==> src/rtl/zigzag_block_sequencer_if.sv <==
// ---------------------------------------------------------------------------
// zigzag_block_sequencer_if
//
// Purpose: bundles the row-side and block-side handshakes of the zigzag
// block sequencer together with the buffer control strobes.
//
// Signals:
//   row_valid          upstream row available               (env -> seq)
//   row_ready          sequencer accepts a row this cycle    (seq -> env)
//   matrix_row         row index to the buffer, 0..ROWS-1    (seq -> env)
//   input_data_enable  row write strobe to the buffer        (seq -> env)
//   zigzag_enable      single-cycle zigzag/difference pulse  (seq -> env)
//   block_valid        zigzag block output valid             (seq -> env)
//   block_ready        downstream accepts the block          (env -> seq)
//   block_index        index of the current block in frame   (seq -> env)
//   last_block         current block is the final one        (seq -> env)
//
// Modports:
//   master  the sequencer side
//   slave   the upstream producer / buffer / downstream consumer side
// ---------------------------------------------------------------------------
interface zigzag_block_sequencer_if #(
    parameter int BLK_W = 16
) ();

    logic             row_valid;
    logic             row_ready;
    logic [7:0]       matrix_row;
    logic             input_data_enable;
    logic             zigzag_enable;
    logic             block_valid;
    logic             block_ready;
    logic [BLK_W-1:0] block_index;
    logic             last_block;

    modport master (
        input  row_valid,
        input  block_ready,
        output row_ready,
        output matrix_row,
        output input_data_enable,
        output zigzag_enable,
        output block_valid,
        output block_index,
        output last_block
    );

    modport slave (
        output row_valid,
        output block_ready,
        input  row_ready,
        input  matrix_row,
        input  input_data_enable,
        input  zigzag_enable,
        input  block_valid,
        input  block_index,
        input  last_block
    );

endinterface

==> src/rtl/zigzag_block_sequencer.sv <==
// ---------------------------------------------------------------------------
// zigzag_block_sequencer
//
// Purpose: control-path sequencer for the 8x8 zigzag row buffer and its
// DC-difference stage. One block of ROWS rows is accepted from upstream,
// written into the buffer, the zigzag/difference stage is triggered once the
// buffer write latency has elapsed, and after the zigzag latency the block is
// offered downstream. Blocks are counted per frame and a one-cycle frame_done
// pulse marks the handshake of the final block.
//
// Ports:
//   clock         system clock, rising edge
//   reset         synchronous, active-high reset
//   start_frame   pulse, arms the sequencer for a new frame (IDLE only)
//   frame_blocks  blocks in the frame, sampled on an accepted start_frame
//   bus           zigzag_block_sequencer_if.master (row/block handshakes,
//                 buffer row index and strobes, block index / last flag)
//   frame_done    one-cycle pulse after the last block is accepted
//   busy          high in every state except IDLE
//   start_err     sticky flag, start_frame seen outside IDLE
// ---------------------------------------------------------------------------
module zigzag_block_sequencer #(
    parameter int ROWS   = 8,
    parameter int WR_LAT = 3,
    parameter int ZZ_LAT = 3,
    parameter int BLK_W  = 16
) (
    input  logic                       clock,
    input  logic                       reset,
    input  logic                       start_frame,
    input  logic [BLK_W-1:0]           frame_blocks,
    zigzag_block_sequencer_if.master   bus,
    output logic                       frame_done,
    output logic                       busy,
    output logic                       start_err
);

    // Wait counters are loaded with LAT-1 so that the state holding the
    // counter lasts exactly LAT cycles (it leaves when the counter reads 0).
    localparam logic [7:0] ROW_LAST = 8'(ROWS - 1);
    localparam logic [7:0] WR_LOAD  = 8'(WR_LAT - 1);
    localparam logic [7:0] ZZ_LOAD  = 8'(ZZ_LAT - 1);

    typedef enum logic [2:0] {
        ST_IDLE   = 3'd0,
        ST_FILL   = 3'd1,
        ST_DRAIN  = 3'd2,
        ST_ZIGZAG = 3'd3,
        ST_WAIT   = 3'd4,
        ST_OUT    = 3'd5
    } state_t;

    state_t           state_r;
    state_t           state_s;

    logic [7:0]       row_cnt_r;
    logic [7:0]       row_cnt_s;
    logic [7:0]       wait_cnt_r;
    logic [7:0]       wait_cnt_s;
    logic [BLK_W-1:0] block_index_r;
    logic [BLK_W-1:0] block_index_s;
    logic [BLK_W-1:0] frame_blocks_r;
    logic [BLK_W-1:0] frame_blocks_s;

    logic             row_ready_r;
    logic             row_ready_s;
    logic             zigzag_enable_r;
    logic             zigzag_enable_s;
    logic             block_valid_r;
    logic             block_valid_s;
    logic             last_block_r;
    logic             last_block_s;
    logic             busy_r;
    logic             busy_s;
    logic             frame_done_r;
    logic             frame_done_s;
    logic             start_err_r;
    logic             start_err_s;

    logic             accept_s;
    logic             handshake_s;
    logic             is_last_s;

    // Handshake qualifiers; both ready/valid sides are registered flags.
    assign accept_s    = bus.row_valid & row_ready_r;
    assign handshake_s = bus.block_ready & block_valid_r;
    assign is_last_s   = (block_index_r == (frame_blocks_r - BLK_W'(1'b1)));

    // State register.
    always_ff @(posedge clock) begin
        if (reset) begin
            state_r <= ST_IDLE;
        end else begin
            state_r <= state_s;
        end
    end

    // Next-state logic.
    always_comb begin
        state_s = state_r;
        case (state_r)
            ST_IDLE: begin
                if (start_frame) begin
                    state_s = ST_FILL;
                end else begin
                    state_s = ST_IDLE;
                end
            end
            ST_FILL: begin
                if (accept_s && (row_cnt_r == ROW_LAST)) begin
                    state_s = ST_DRAIN;
                end else begin
                    state_s = ST_FILL;
                end
            end
            ST_DRAIN: begin
                if (wait_cnt_r == 8'd0) begin
                    state_s = ST_ZIGZAG;
                end else begin
                    state_s = ST_DRAIN;
                end
            end
            ST_ZIGZAG: begin
                state_s = ST_WAIT;
            end
            ST_WAIT: begin
                if (wait_cnt_r == 8'd0) begin
                    state_s = ST_OUT;
                end else begin
                    state_s = ST_WAIT;
                end
            end
            ST_OUT: begin
                // No new row is taken before this block is handshaken: the
                // difference stage predicts DC from the previous block.
                if (handshake_s) begin
                    if (is_last_s) begin
                        state_s = ST_IDLE;
                    end else begin
                        state_s = ST_FILL;
                    end
                end else begin
                    state_s = ST_OUT;
                end
            end
            default: begin
                state_s = ST_IDLE;
            end
        endcase
    end

    // Output / datapath next values; every output is registered from these.
    always_comb begin
        row_cnt_s      = row_cnt_r;
        wait_cnt_s     = wait_cnt_r;
        block_index_s  = block_index_r;
        frame_blocks_s = frame_blocks_r;
        start_err_s    = start_err_r;
        frame_done_s   = 1'b0;

        case (state_r)
            ST_IDLE: begin
                if (start_frame) begin
                    // A zero-length frame is run as a single block.
                    if (frame_blocks == {BLK_W{1'b0}}) begin
                        frame_blocks_s = BLK_W'(1'b1);
                    end else begin
                        frame_blocks_s = frame_blocks;
                    end
                    block_index_s = {BLK_W{1'b0}};
                    start_err_s   = 1'b0;
                    row_cnt_s     = 8'd0;
                end else begin
                    row_cnt_s = 8'd0;
                end
            end
            ST_FILL: begin
                if (accept_s) begin
                    if (row_cnt_r == ROW_LAST) begin
                        row_cnt_s  = 8'd0;
                        wait_cnt_s = WR_LOAD;
                    end else begin
                        row_cnt_s = row_cnt_r + 8'd1;
                    end
                end else begin
                    row_cnt_s = row_cnt_r;
                end
            end
            ST_DRAIN: begin
                if (wait_cnt_r != 8'd0) begin
                    wait_cnt_s = wait_cnt_r - 8'd1;
                end else begin
                    wait_cnt_s = 8'd0;
                end
            end
            ST_ZIGZAG: begin
                wait_cnt_s = ZZ_LOAD;
            end
            ST_WAIT: begin
                if (wait_cnt_r != 8'd0) begin
                    wait_cnt_s = wait_cnt_r - 8'd1;
                end else begin
                    wait_cnt_s = 8'd0;
                end
            end
            ST_OUT: begin
                if (handshake_s) begin
                    if (is_last_s) begin
                        frame_done_s = 1'b1;
                    end else begin
                        block_index_s = block_index_r + BLK_W'(1'b1);
                    end
                end else begin
                    block_index_s = block_index_r;
                end
            end
            default: begin
                row_cnt_s  = 8'd0;
                wait_cnt_s = 8'd0;
            end
        endcase

        // A start request while a frame is running does not disturb it but
        // is flagged until the next accepted start or reset.
        if (start_frame && (state_r != ST_IDLE)) begin
            start_err_s = 1'b1;
        end else begin
            start_err_s = start_err_s;
        end

        // Flags are decoded from the upcoming state so they are registered
        // and valid in the very first cycle of that state.
        row_ready_s     = (state_s == ST_FILL);
        zigzag_enable_s = (state_s == ST_ZIGZAG);
        block_valid_s   = (state_s == ST_OUT);
        busy_s          = (state_s != ST_IDLE);
        last_block_s    = (state_s != ST_IDLE) &&
                          (block_index_s == (frame_blocks_s - BLK_W'(1'b1)));
    end

    // Datapath and output registers.
    always_ff @(posedge clock) begin
        if (reset) begin
            row_cnt_r       <= 8'd0;
            wait_cnt_r      <= 8'd0;
            block_index_r   <= {BLK_W{1'b0}};
            frame_blocks_r  <= {BLK_W{1'b0}};
            row_ready_r     <= 1'b0;
            zigzag_enable_r <= 1'b0;
            block_valid_r   <= 1'b0;
            last_block_r    <= 1'b0;
            busy_r          <= 1'b0;
            frame_done_r    <= 1'b0;
            start_err_r     <= 1'b0;
        end else begin
            row_cnt_r       <= row_cnt_s;
            wait_cnt_r      <= wait_cnt_s;
            block_index_r   <= block_index_s;
            frame_blocks_r  <= frame_blocks_s;
            row_ready_r     <= row_ready_s;
            zigzag_enable_r <= zigzag_enable_s;
            block_valid_r   <= block_valid_s;
            last_block_r    <= last_block_s;
            busy_r          <= busy_s;
            frame_done_r    <= frame_done_s;
            start_err_r     <= start_err_s;
        end
    end

    assign bus.row_ready         = row_ready_r;
    assign bus.matrix_row        = row_cnt_r;
    assign bus.input_data_enable = accept_s;
    assign bus.zigzag_enable     = zigzag_enable_r;
    assign bus.block_valid       = block_valid_r;
    assign bus.block_index       = block_index_r;
    assign bus.last_block        = last_block_r;
    assign frame_done            = frame_done_r;
    assign busy                  = busy_r;
    assign start_err             = start_err_r;

endmodule

==> src/flat_wrapper.sv <==
// flat-port wrapper written by rule: the top's interface ports become plain ports
module zigzag_block_sequencer_flat 
#(
    parameter int ROWS   = 8,
    parameter int WR_LAT = 3,
    parameter int ZZ_LAT = 3,
    parameter int BLK_W  = 16
)
  (clock, reset, start_frame, frame_blocks, frame_done, busy, start_err, bus_row_valid, bus_block_ready, bus_row_ready, bus_matrix_row, bus_input_data_enable, bus_zigzag_enable, bus_block_valid, bus_block_index, bus_last_block);
  zigzag_block_sequencer_if #(.BLK_W(BLK_W)) bus_i ();
  input  logic clock;
  input  logic reset;
  input  logic start_frame;
  input  logic [BLK_W-1:0] frame_blocks;
  output logic frame_done;
  output logic busy;
  output logic start_err;
  input wire logic [$bits(bus_i.row_valid)-1:0] bus_row_valid;
  input wire logic [$bits(bus_i.block_ready)-1:0] bus_block_ready;
  output wire logic [$bits(bus_i.row_ready)-1:0] bus_row_ready;
  output wire logic [$bits(bus_i.matrix_row)-1:0] bus_matrix_row;
  output wire logic [$bits(bus_i.input_data_enable)-1:0] bus_input_data_enable;
  output wire logic [$bits(bus_i.zigzag_enable)-1:0] bus_zigzag_enable;
  output wire logic [$bits(bus_i.block_valid)-1:0] bus_block_valid;
  output wire logic [$bits(bus_i.block_index)-1:0] bus_block_index;
  output wire logic [$bits(bus_i.last_block)-1:0] bus_last_block;
  assign bus_i.row_valid = bus_row_valid;
  assign bus_i.block_ready = bus_block_ready;
  assign bus_row_ready = bus_i.row_ready;
  assign bus_matrix_row = bus_i.matrix_row;
  assign bus_input_data_enable = bus_i.input_data_enable;
  assign bus_zigzag_enable = bus_i.zigzag_enable;
  assign bus_block_valid = bus_i.block_valid;
  assign bus_block_index = bus_i.block_index;
  assign bus_last_block = bus_i.last_block;
  zigzag_block_sequencer #(.ROWS(ROWS), .WR_LAT(WR_LAT), .ZZ_LAT(ZZ_LAT), .BLK_W(BLK_W)) u_core (.clock(clock), .reset(reset), .start_frame(start_frame), .frame_blocks(frame_blocks), .bus(bus_i), .frame_done(frame_done), .busy(busy), .start_err(start_err));
endmodule
==> config.mk <==
export PLATFORM = sky130hd
export DESIGN_NAME = zigzag_block_sequencer_flat
export DESIGN_NICKNAME = d
export VERILOG_FILES = /design/src/rtl/zigzag_block_sequencer_if.sv /design/src/rtl/zigzag_block_sequencer.sv /design/src/flat_wrapper.sv
export SDC_FILE = /design/constraint.sdc
export NUM_CORES = 1
export LEC_CHECK = 0
export CAP_MARGIN = 15
export CORE_UTILIZATION = 30
export DETAILED_ROUTE_END_ITERATION = 10
export SLEW_MARGIN = 20
export SYNTH_ARGS = -nofsm -noshare
export SYNTH_HDL_FRONTEND = slang
export SYNTH_SLANG_ARGS = --single-unit
export TNS_END_PERCENT = 10
==> constraint.sdc <==
create_clock -name clock -period 11.2 [get_ports clock]
set_input_delay 2.24 -clock clock [delete_from_list [all_inputs] [get_ports clock]]
set_output_delay 2.24 -clock clock [all_outputs]
set_load 0.1 [all_outputs]
==> summary.md, run 1 <==
| Metric | Value |
|---|---|
| Status | `finished, final reports clean` |
| CORE AREA | `15300 um^2` |
| Relative slew slack | `33.8%` |
| 1st-iter DRT viols | `486` |
| RePlAce Congestion | `0.924` |
| VDD IR max | `0.0641 mV` |
| Reg2reg path depth | `14` |
| Final setup margin | `4450 ps` |
| HP Class | `reg2reg` |
| Max-slew violations | `0` |
| Final hold violation count | `0` |
| Final period util | `60.3%` |
| CTS buffer count | `9` |
| Final setup vio count | `0` |
| Congestion Overflow GR | `0` |
| Slowest CP cell | `or4b_2` |
| DIE HEIGHT | `127 um` |
| Most frequent cells in the layout | `nor2_1 (75), nand2_1 (66), dfxtp_1 (58)` |
| Total track usage | `19.0%` |
| Synth Flop Type | `dfxtp_1` |
| Area growth syn-to-layout | `18.9%` |
| Seq/Total Area, Yosys | `24.7%` |
| Placed insts | `869` |
| FP Rows | `45` |
| Root Buffer | `clkbuf_16` |
| Die extent in x | `127 um` |
| Number of global-route vias before repair | `4465` |
| Post-CTS resize count | `0` |
| Worst setup SP type | `input pin` |
| First-pass GRT wire length | `24400 um` |
| Crit path DAT | `7030 ps` |
| Initial antenna violation count | `0` |
| RSZ-0062 raised after global routing | `no` |
| FF+latch count, synth | `58` |
| Share of flip-flops with an asynchronous set or reset | `0%` |
| Worst-Skew Late Latency | `330 ps` |
| Power Density | `117 nW/um^2` |
| FF-to-FF End | `u_core.bus.last_block$_SDFF_PP0_` |
| Routed length per instance | `17.1 um` |
| CP max stage delay | `930 ps` |
| NumNets Final | `696` |
| # Post-CTS Setup Buffers | `0` |
| Die Footprint | `16200 um^2` |
| Clock tree buffer depth | `2` |
| CP Cell Sequence | `clkdlybuf4s50_1 -> or4b_2 -> a21oi_1 -> ha_1 -> nor3b_1 -> nand2_1 -> xor2_1 -> mux2_2 -> a21oi_1 -> a21oi_1 -> o2111ai_1 -> nor4_1 -> and3_1 -> or4b_1 -> and4b_1` |
| Post-route ant nets | `0` |
| # diodes | `0` |
| TritonRoute pass-1 iters | `5` |
| Synth unique cells | `70` |
| Reg-to-reg startpoint | `u_core.state_r[1]$_SDFF_PP0_` |
| Power Total | `657 uW` |
| Post-synthesis cell count | `648` |
| CP startpoint | `start_frame` |
| DRC Markers | `0` |
| Largest net degree at the start of global routing | `44` |
| Syn avg cell area | `7.26 um^2` |
| Cell Area, Synth | `4710 um^2` |
| Clock transition at the registers of the reported paths | `50 ps` |
| Post-synth EDFFs | `0` |
| R2R Setup Slk | `6290 ps` |
| Tmin final | `6750 ps` |
| Leakage | `0.00193 uW` |
| CP Data Required Time | `11480 ps` |
| CTS tree | `built` |
| Hold WS | `508 ps` |
| End point of the critical path | `u_core.bus.last_block$_SDFF_PP0_` |
| Hold_buf cts | `0` |
| Crit Path Max Fanout | `25` |
| Final Non-Filler Cells | `884` |
| Setup slack at placement | `4200 ps` |
| IO Port Bufs | `52` |
| Sum of negative setup slack | `0 ps` |
| Measured slew at the worst slew-check pin | `990 ps` |
| Net count of the mapped netlist | `675` |
| H-tree depth | `3` |
| Initial Utilization | `30.8%` |
| Vias per cell | `5.55` |
| Clock Skew | `6.67 ps` |
| Synth warn | `0` |
| Max_cap viols | `0` |
| Fmax | `148 MHz` |
| CP Class | `in2reg` |
| Via Count | `4910` |
| Share of cells above drive strength 1 | `5.50%` |
| Leading cell type in the layout, fill and taps excluded | `nor2_1` |
| Final-layout fill cell count | `1637` |
| CP Capture Type | `flop` |
| Total clock sinks | `58` |
| CP dominant cell by count | `a21oi_1` |
| I/O pin cnt | `53` |
| Placed wire-length estimate | `10900 um` |
| Drt total wl | `15100 um` |
[registers in the layout (all words and copies together), names as in the netlist, 3 cells and up]
register and count:
u_core.bus.block_index 16, u_core.frame_blocks_r 16, u_core.bus.matrix_row 8, u_core.wait_cnt_r 8, u_core.state_r 3
[logic make-up after synthesis]
kind of cell,after synthesis,share of synthesized area (%)
DFF,58,24.7
and+or+nand+nor,302,33.5
muxes,15,3.22
adders and majority gates,6,1.59
xor gates and xnor gates,58,10.8
buffers and inverters,59,5.26
AOI/OAI and AO/OA,150,21.0
[metal layers]
| metal | global-route usage, % | wire length, um |
|---|---|---|
| met1 | 27.0 | 7010 |
| met2 | 28.4 | 6440 |
| met3 | 3.77 | 1280 |
| met4 | 7.07 | 353 |
| met5 | 0 | 0 |
[layout make-up]
cell class | instances | area, um^2 | area share (%)
Clock buffer | 10 | 239 | 4.27
Tap cell | 211 | 264 | 4.72
Timing Repair Buffer | 57 | 553 | 9.88
Inverter | 12 | 45.0 | 0.805
Clock inverter | 5 | 31.3 | 0.559
Multi-Input combinational cell | 531 | 3300 | 59.0
Sequential cell | 58 | 1160 | 20.7
[cells in the mapped netlist (3+ instances only)]
master,count,area [um^2]
nand4_1,12,75.1
xor2_1,27,236
a31oi_1,6,37.5
o31ai_1,3,22.5
o21ai_0,27,135
and4_1,4,35.0
o32ai_1,3,26.3
nor4_1,11,68.8
nand4b_1,4,35.0
and3_1,17,106
a21oi_1,52,260
or4_1,5,37.5
o22ai_1,3,18.8
nor3_1,24,120
and2_1,5,31.3
xnor2_1,31,272
nor4b_1,5,43.8
nand2b_1,9,56.3
nand2_1,66,248
mux2i_1,14,140
nor3b_1,9,67.6
o2111ai_1,4,35.0
nor2_1,75,282
dfxtp_1,58,1160
clkbuf_1,38,143
or2_2,3,18.8
a21o_1,5,37.5
buf_2,3,15.0
ha_1,6,75.1
or4_4,3,33.8
nor2b_1,5,31.3
buf_1,3,11.3
a22oi_1,4,30.0
buf_6,3,33.8
a311oi_1,5,43.8
nand3_1,21,105
or3_1,13,81.3
nand3b_1,4,30.0
inv_1,12,45.0
a211oi_1,6,45.0
[power by group]
group	switching, uW	internal (uW)	total, uW	leakage, uW
clock	99.9	153	253	0.000134
sequential	13.8	216	229	0.000472
combinational	108	66.5	175	0.00132
[worst min path at each step]
stage,depth (start not counted),startpoint,slack (ps),end
after floorplan,2,u_core.wait_cnt_r[5]$_SDFFE_PP0P_,470,u_core.wait_cnt_r[5]$_SDFFE_PP0P_
after global placement,2,u_core.wait_cnt_r[5]$_SDFFE_PP0P_,490,u_core.wait_cnt_r[5]$_SDFFE_PP0P_
after detailed placement,2,u_core.wait_cnt_r[5]$_SDFFE_PP0P_,500,u_core.wait_cnt_r[5]$_SDFFE_PP0P_
after CTS,2,u_core.wait_cnt_r[6]$_SDFFE_PP0P_,510,u_core.wait_cnt_r[6]$_SDFFE_PP0P_
after global routing,2,u_core.wait_cnt_r[5]$_SDFFE_PP0P_,560,u_core.wait_cnt_r[5]$_SDFFE_PP0P_
final,2,u_core.wait_cnt_r[5]$_SDFFE_PP0P_,510,u_core.wait_cnt_r[5]$_SDFFE_PP0P_
[metrics by stage]
stage / cell area [um^2] / util, %
6_report: 5600 / 36.7
5_1_grt: 5600 / 36.7
4_1_cts: 5600 / 36.7
3_5_place_dp: 5330 / 34.9
3_3_place_gp: 5330 / 34.9
2_1_floorplan: 4710 / -
[critical path: cells and delay by family]
kind	cells	cell delay, ps
simple gates	7	2650
compound gates	4	750
buf+inv	1	520
fa+ha+maj	1	380
mux	1	260
xor+xnor	1	190
Note: power is estimated with default switching activity, not from simulation.
==> run 2, diff against run 1 <==
==> constraint.sdc (replaced) <==
create_clock -name clock -period 5.77 [get_ports clock]
set_input_delay 1.154 -clock clock [delete_from_list [all_inputs] [get_ports clock]]
set_output_delay 1.154 -clock clock [all_outputs]
set_load 0.1 [all_outputs]
==> summary.md, run 2 (synthesized netlist as in run 1, its figures left out) <==
| Metric | Value |
|---|---|
| Post-route ant nets | `0 (unchanged)` |
| Final setup margin | `466 ps (-3980 ps)` |
| Crit path DAT | `5590 ps (-1440 ps)` |
| IO Port Bufs | `52 (unchanged)` |
| RePlAce Congestion | `0.926 (+0.18%)` |
| Setup slack at placement | `222 ps (-3980 ps)` |
| Max_cap viols | `0 (unchanged)` |
| Number of global-route vias before repair | `4570 (+2.4%)` |
| FP Rows | `45 (unchanged)` |
| Relative slew slack | `34.7% (+0.92 points)` |
| Buf+Inv Stages, Crit Path | `1 (unchanged)` |
| CORE AREA | `15300 um^2 (unchanged)` |
| Clock transition at the registers of the reported paths | `50 ps (about the same)` |
| CP Capture Type | `flop` |
| Final period util | `91.9%` |
| CP Class | `in2reg` |
| CTS buffer count | `9 (unchanged)` |
| Routed length per instance | `17.2 um (+1.0%)` |
| Largest net degree at the start of global routing | `44 (unchanged)` |
| CTS tree | `built` |
| Crit Path Max Fanout | `8 (-68%)` |
| Clock Skew | `4.41 ps (-2.26 ps)` |
| Final setup vio count | `0 (unchanged)` |
| Measured slew at the worst slew-check pin | `976 ps (-13.8 ps)` |
| CP Data Required Time | `6050 ps (-5430 ps)` |
| Power Density | `235 nW/um^2 (+100%)` |
| Via Count | `4944 (+0.69%)` |
| Slowest CP cell | `or4b_2` |
| Root Buffer | `clkbuf_16` |
| Top delay family on crit path | `simple AND/OR/NAND/NOR gates` |
| TritonRoute pass-1 iters | `7 (+2)` |
| Tmin final | `5300 ps` |
| Leakage | `0.00197 uW (+2.1%)` |
| NumNets Final | `701 (+0.72%)` |
| Die extent in x | `127 um (unchanged)` |
| Total track usage | `19.8% (+0.73 points)` |
| 1st-iter DRT viols | `494 (+1.6%)` |
| Status | `finished, final reports clean` |
| Initial Utilization | `30.8% (unchanged)` |
| Placed wire-length estimate | `11200 um (+2.3%)` |
| Congestion Overflow GR | `0 (unchanged)` |
| Final Non-Filler Cells | `890 (+0.68%)` |
| Worst-Skew Late Latency | `340 ps (about the same)` |
| Worst setup SP type | `input pin` |
| Sum of negative setup slack | `0 ps (unchanged)` |
| Area growth syn-to-layout | `20.3%` |
| Most frequent cells in the layout | `nor2_1 (75), nand2_1 (66), dfxtp_1 (58)` |
| Fmax | `189 MHz` |
| Leading cell type in the layout, fill and taps excluded | `nor2_1` |
| Final hold violation count | `0 (unchanged)` |
| Vias per cell | `5.56 (about the same)` |
| Max-slew violations | `0 (unchanged)` |
| Initial antenna violation count | `0 (unchanged)` |
| Drt total wl | `15300 um (+1.7%)` |
| First-pass GRT wire length | `25200 um (+3.1%)` |
| CP Cell Sequence | `clkdlybuf4s50_1 -> or4b_2 -> a21oi_1 -> ha_1 -> nor3b_1 -> nand4_1 -> a21oi_1 -> xnor2_1 -> nand2b_1 -> nand3_1 -> a21oi_1 -> a2bb2oi_1 -> and3_1 -> or4b_1 -> and4b_1` |
| # Post-CTS Setup Buffers | `0 (unchanged)` |
| Clock tree buffer depth | `2 (unchanged)` |
| Placed insts | `874 (+0.58%)` |
| CP dominant cell by count | `a21oi_1` |
| Total clock sinks | `58 (unchanged)` |
| Power Total | `1330 uW (+100%)` |
| HP Class | `reg2reg` |
| I/O pin cnt | `53 (unchanged)` |
| # diodes | `0 (unchanged)` |
| CP max stage delay | `650 ps (-280 ps)` |
| H-tree depth | `3 (unchanged)` |
| Share of cells above drive strength 1 | `6.19% (+0.69 points)` |
| Fin util | `37.1% (+0.42 points)` |
| Post-CTS resize count | `0 (unchanged)` |
| Die Footprint | `16200 um^2 (unchanged)` |
| RSZ-0062 raised after global routing | `no` |
| DIE HEIGHT | `127 um (unchanged)` |
| Hold_buf cts | `0 (unchanged)` |
| DRC Markers | `0 (unchanged)` |
| VDD IR max | `0.140 mV (+120%)` |
[run 2: changes by cell type in the layout (fill, tap and decap cells not counted)]
cell | before | now
clkinvlp_4 | 1 | 0
clkbuf_1 | 0 | 1
bufinv_16 | 0 | 1
buf_4 | 5 | 10
[run 2: worst paths after layout]
path	start	to	slack, ps	cells after the start
worst max-delay path	start_frame	u_core.bus.last_block$_SDFF_PP0_	470	15
worst min-delay path	u_core.wait_cnt_r[6]$_SDFFE_PP0P_	u_core.wait_cnt_r[6]$_SDFFE_PP0P_	500	2
worst max register to register	u_core.state_r[1]$_SDFF_PP0_	u_core.bus.last_block$_SDFF_PP0_	1120	16
worst min register to register	u_core.wait_cnt_r[6]$_SDFFE_PP0P_	u_core.wait_cnt_r[6]$_SDFFE_PP0P_	500	2
[run 2: power by group]
group / internal [uW] / switching [uW]
Clock: 344 / 197
Sequential: 419 / 26.1
Combinational: 132 / 212
[run 2: worst register-to-register path, cell delays in order (launching register included)]
cell,delay (ps)
dfxtp_1,720
or4b_2,280
buf_4,290
nor2_1,90
a21oi_1,250
ha_1,360
nor3b_1,510
nand4_1,190
a21oi_1,220
xnor2_1,250
nand2b_1,190
nand3_1,100
a21oi_1,130
a2bb2oi_1,180
and3_1,160
or4b_1,420
and4b_1,250
[run 2: through the flow]
step | instance area [um^2] | hold slack, ps
floorplan | 4710 | 471
global placement | 5370 | 491
detailed placement | 5370 | 498
CTS | 5660 | 506
global route | 5660 | 528
finish | 5660 | 502
[run 2: layer usage]
| metal | vias up | track usage, % | wire, um | share of wire, % |
|---|---|---|---|---|
| met2 | 197 | 29.3 | 6700 | 44 |
| met3 | 25 | 4.23 | 1110 | 7.2 |
| met1 | 2306 | 28.2 | 7230 | 47 |
| li1 | 2416 | - | - | - |
| met4 | 0 | 6.58 | 300 | 2.0 |
| met5 | - | 0 | 0 | 0 |
[run 2: area by class of cell]
| cell class | instances | area [um^2] |
|---|---|---|
| fill | 1593 | 9600 |
| inverter | 12 | 45.0 |
| timing repair buffer | 62 | 591 |
| multi-input combinational | 531 | 3300 |
| sequential | 58 | 1160 |
| clock buffer | 11 | 243 |
| tap | 211 | 264 |
| clock inverter | 5 | 53.8 |
==> variant, RTL diff (config.mk and constraints of run 1) <==
`BLK_W` is set to 16 in 3 places; all go to 32.
--- a/src/rtl/zigzag_block_sequencer_if.sv
+++ b/src/rtl/zigzag_block_sequencer_if.sv
@@ -22,3 +22,3 @@
 interface zigzag_block_sequencer_if #(
-    parameter int BLK_W = 16
+    parameter int BLK_W = 32
 ) ();
--- a/src/rtl/zigzag_block_sequencer.sv
+++ b/src/rtl/zigzag_block_sequencer.sv
@@ -25,3 +25,3 @@
     parameter int ZZ_LAT = 3,
-    parameter int BLK_W  = 16
+    parameter int BLK_W  = 32
 ) (
--- a/src/flat_wrapper.sv
+++ b/src/flat_wrapper.sv
@@ -6,3 +6,3 @@
     parameter int ZZ_LAT = 3,
-    parameter int BLK_W  = 16
+    parameter int BLK_W  = 32
 )
Ports: changed (resized bus_block_index and frame_blocks); port bits go from 53 to 85. No check against the original RTL was run, so the function may have changed too.
==> variant against run 1 <==
  * Sequential power increased by 52%
  * Worst setup slack got worse by 1.2 ns
  * Total power grew 46%
  * Sequential cell count up 32
  * Cell area rose by 71%
  * Critical path type unchanged
  * Synthesized area grew 76%
  * Clock skew rose by 0.0036 ns
  * First-iteration DRC count increased by 90%
  * Routed wire length is 120% higher
  * Global-route usage up 4.0 points
  * Final cell count is 74% higher
  * Non-clock buffer count up 40
==> variant: results (changes against run 1) <==
outcome finished, final reports clean (unchanged); Max stage delay on crit path 0.70 ns (was 0.93 ns); Seq/Total Area, Yosys 21.71% (was 24.67%); Hold Path Origin u_core.wait_cnt_r[6] (was u_core.wait_cnt_r[5]); Synth Area per Inst 7.057 um2 (was 7.264 um2); vias per cell 6.044 (was 5.554); Worst-Skew Late Latency 0.36 ns (was 0.33 ns); Slowest-stage cell, CP or4_1 (was or4b_2); top cells by count, synth nor2_1, nand2_1, dfxtp_1 (unchanged); Int Pwr 0.5942 mW (was 0.4354 mW); first-pass GRT wire length 50510 um (was 24390 um); Synth area leaders dfxtp_1, xnor2_1, nor2_1, nand2_1, a21oi_1 (was dfxtp_1, nor2_1, xnor2_1, a21oi_1, nand2_1); syn nets 1219 (was 675); Reg2Reg Depth 18 (was 14); worst hold slack 0.5063 ns (was 0.5081 ns); 1st-pass router iterations 6 (was 5); GP Congestion 0.9591 (was 0.9240); placed cells 1520 (was 869); Peak VDD IR 0.1015 mV (was 0.06410 mV); layout cell share with drive strength beyond 1 5.439% (was 5.498%); reg2reg start u_core.state_r[2] (was u_core.state_r[1]); Comb. pwr 0.293 mW (was 0.175 mW); Hold Path Sink u_core.wait_cnt_r[6] (was u_core.wait_cnt_r[5]); all-layer global routing usage 23.04% (was 19.05%); DP Worst Slack 2.993 ns (was 4.200 ns)
## variant: metal layers
metal  GRT usage [%]  share of wire [%]  routed length [um]
met4           7.826                3.0                 982
met2           36.46                 45               15000
met3           3.362                8.2                2709
met5               0                  0                   0
met1           31.80                 44               14440
## variant: cell type report
type                            count  area (um2)  share of cell area, %
Timing Repair Buffer               97       933.4                  9.738
Sequential cell                    90        1802                  18.80
Multi-Input combinational cell    972        6047                  63.09
Clock buffer                        9       225.2                  2.350
Tap cell                          341       426.7                  4.451
Clock inverter                      7       76.32                 0.7962
Inverter                           20       75.07                 0.7832
## variant: logic make-up (layout without fill, tap and decap cells)
| family | count (synthesis) | count (layout) | synth area share, % |
|---|---|---|---|
| and+or+nand+nor | 565 | 565 | 35.05 |
| AOI/OAI and AO/OA | 250 | 250 | 19.96 |
| buffers and inverters | 114 | 133 | 5.684 |
| xor gates and xnor gates | 112 | 112 | 11.82 |
| DFF | 90 | 90 | 21.71 |
| muxes | 39 | 39 | 4.870 |
| adders and majority gates | 6 | 6 | 0.9045 |
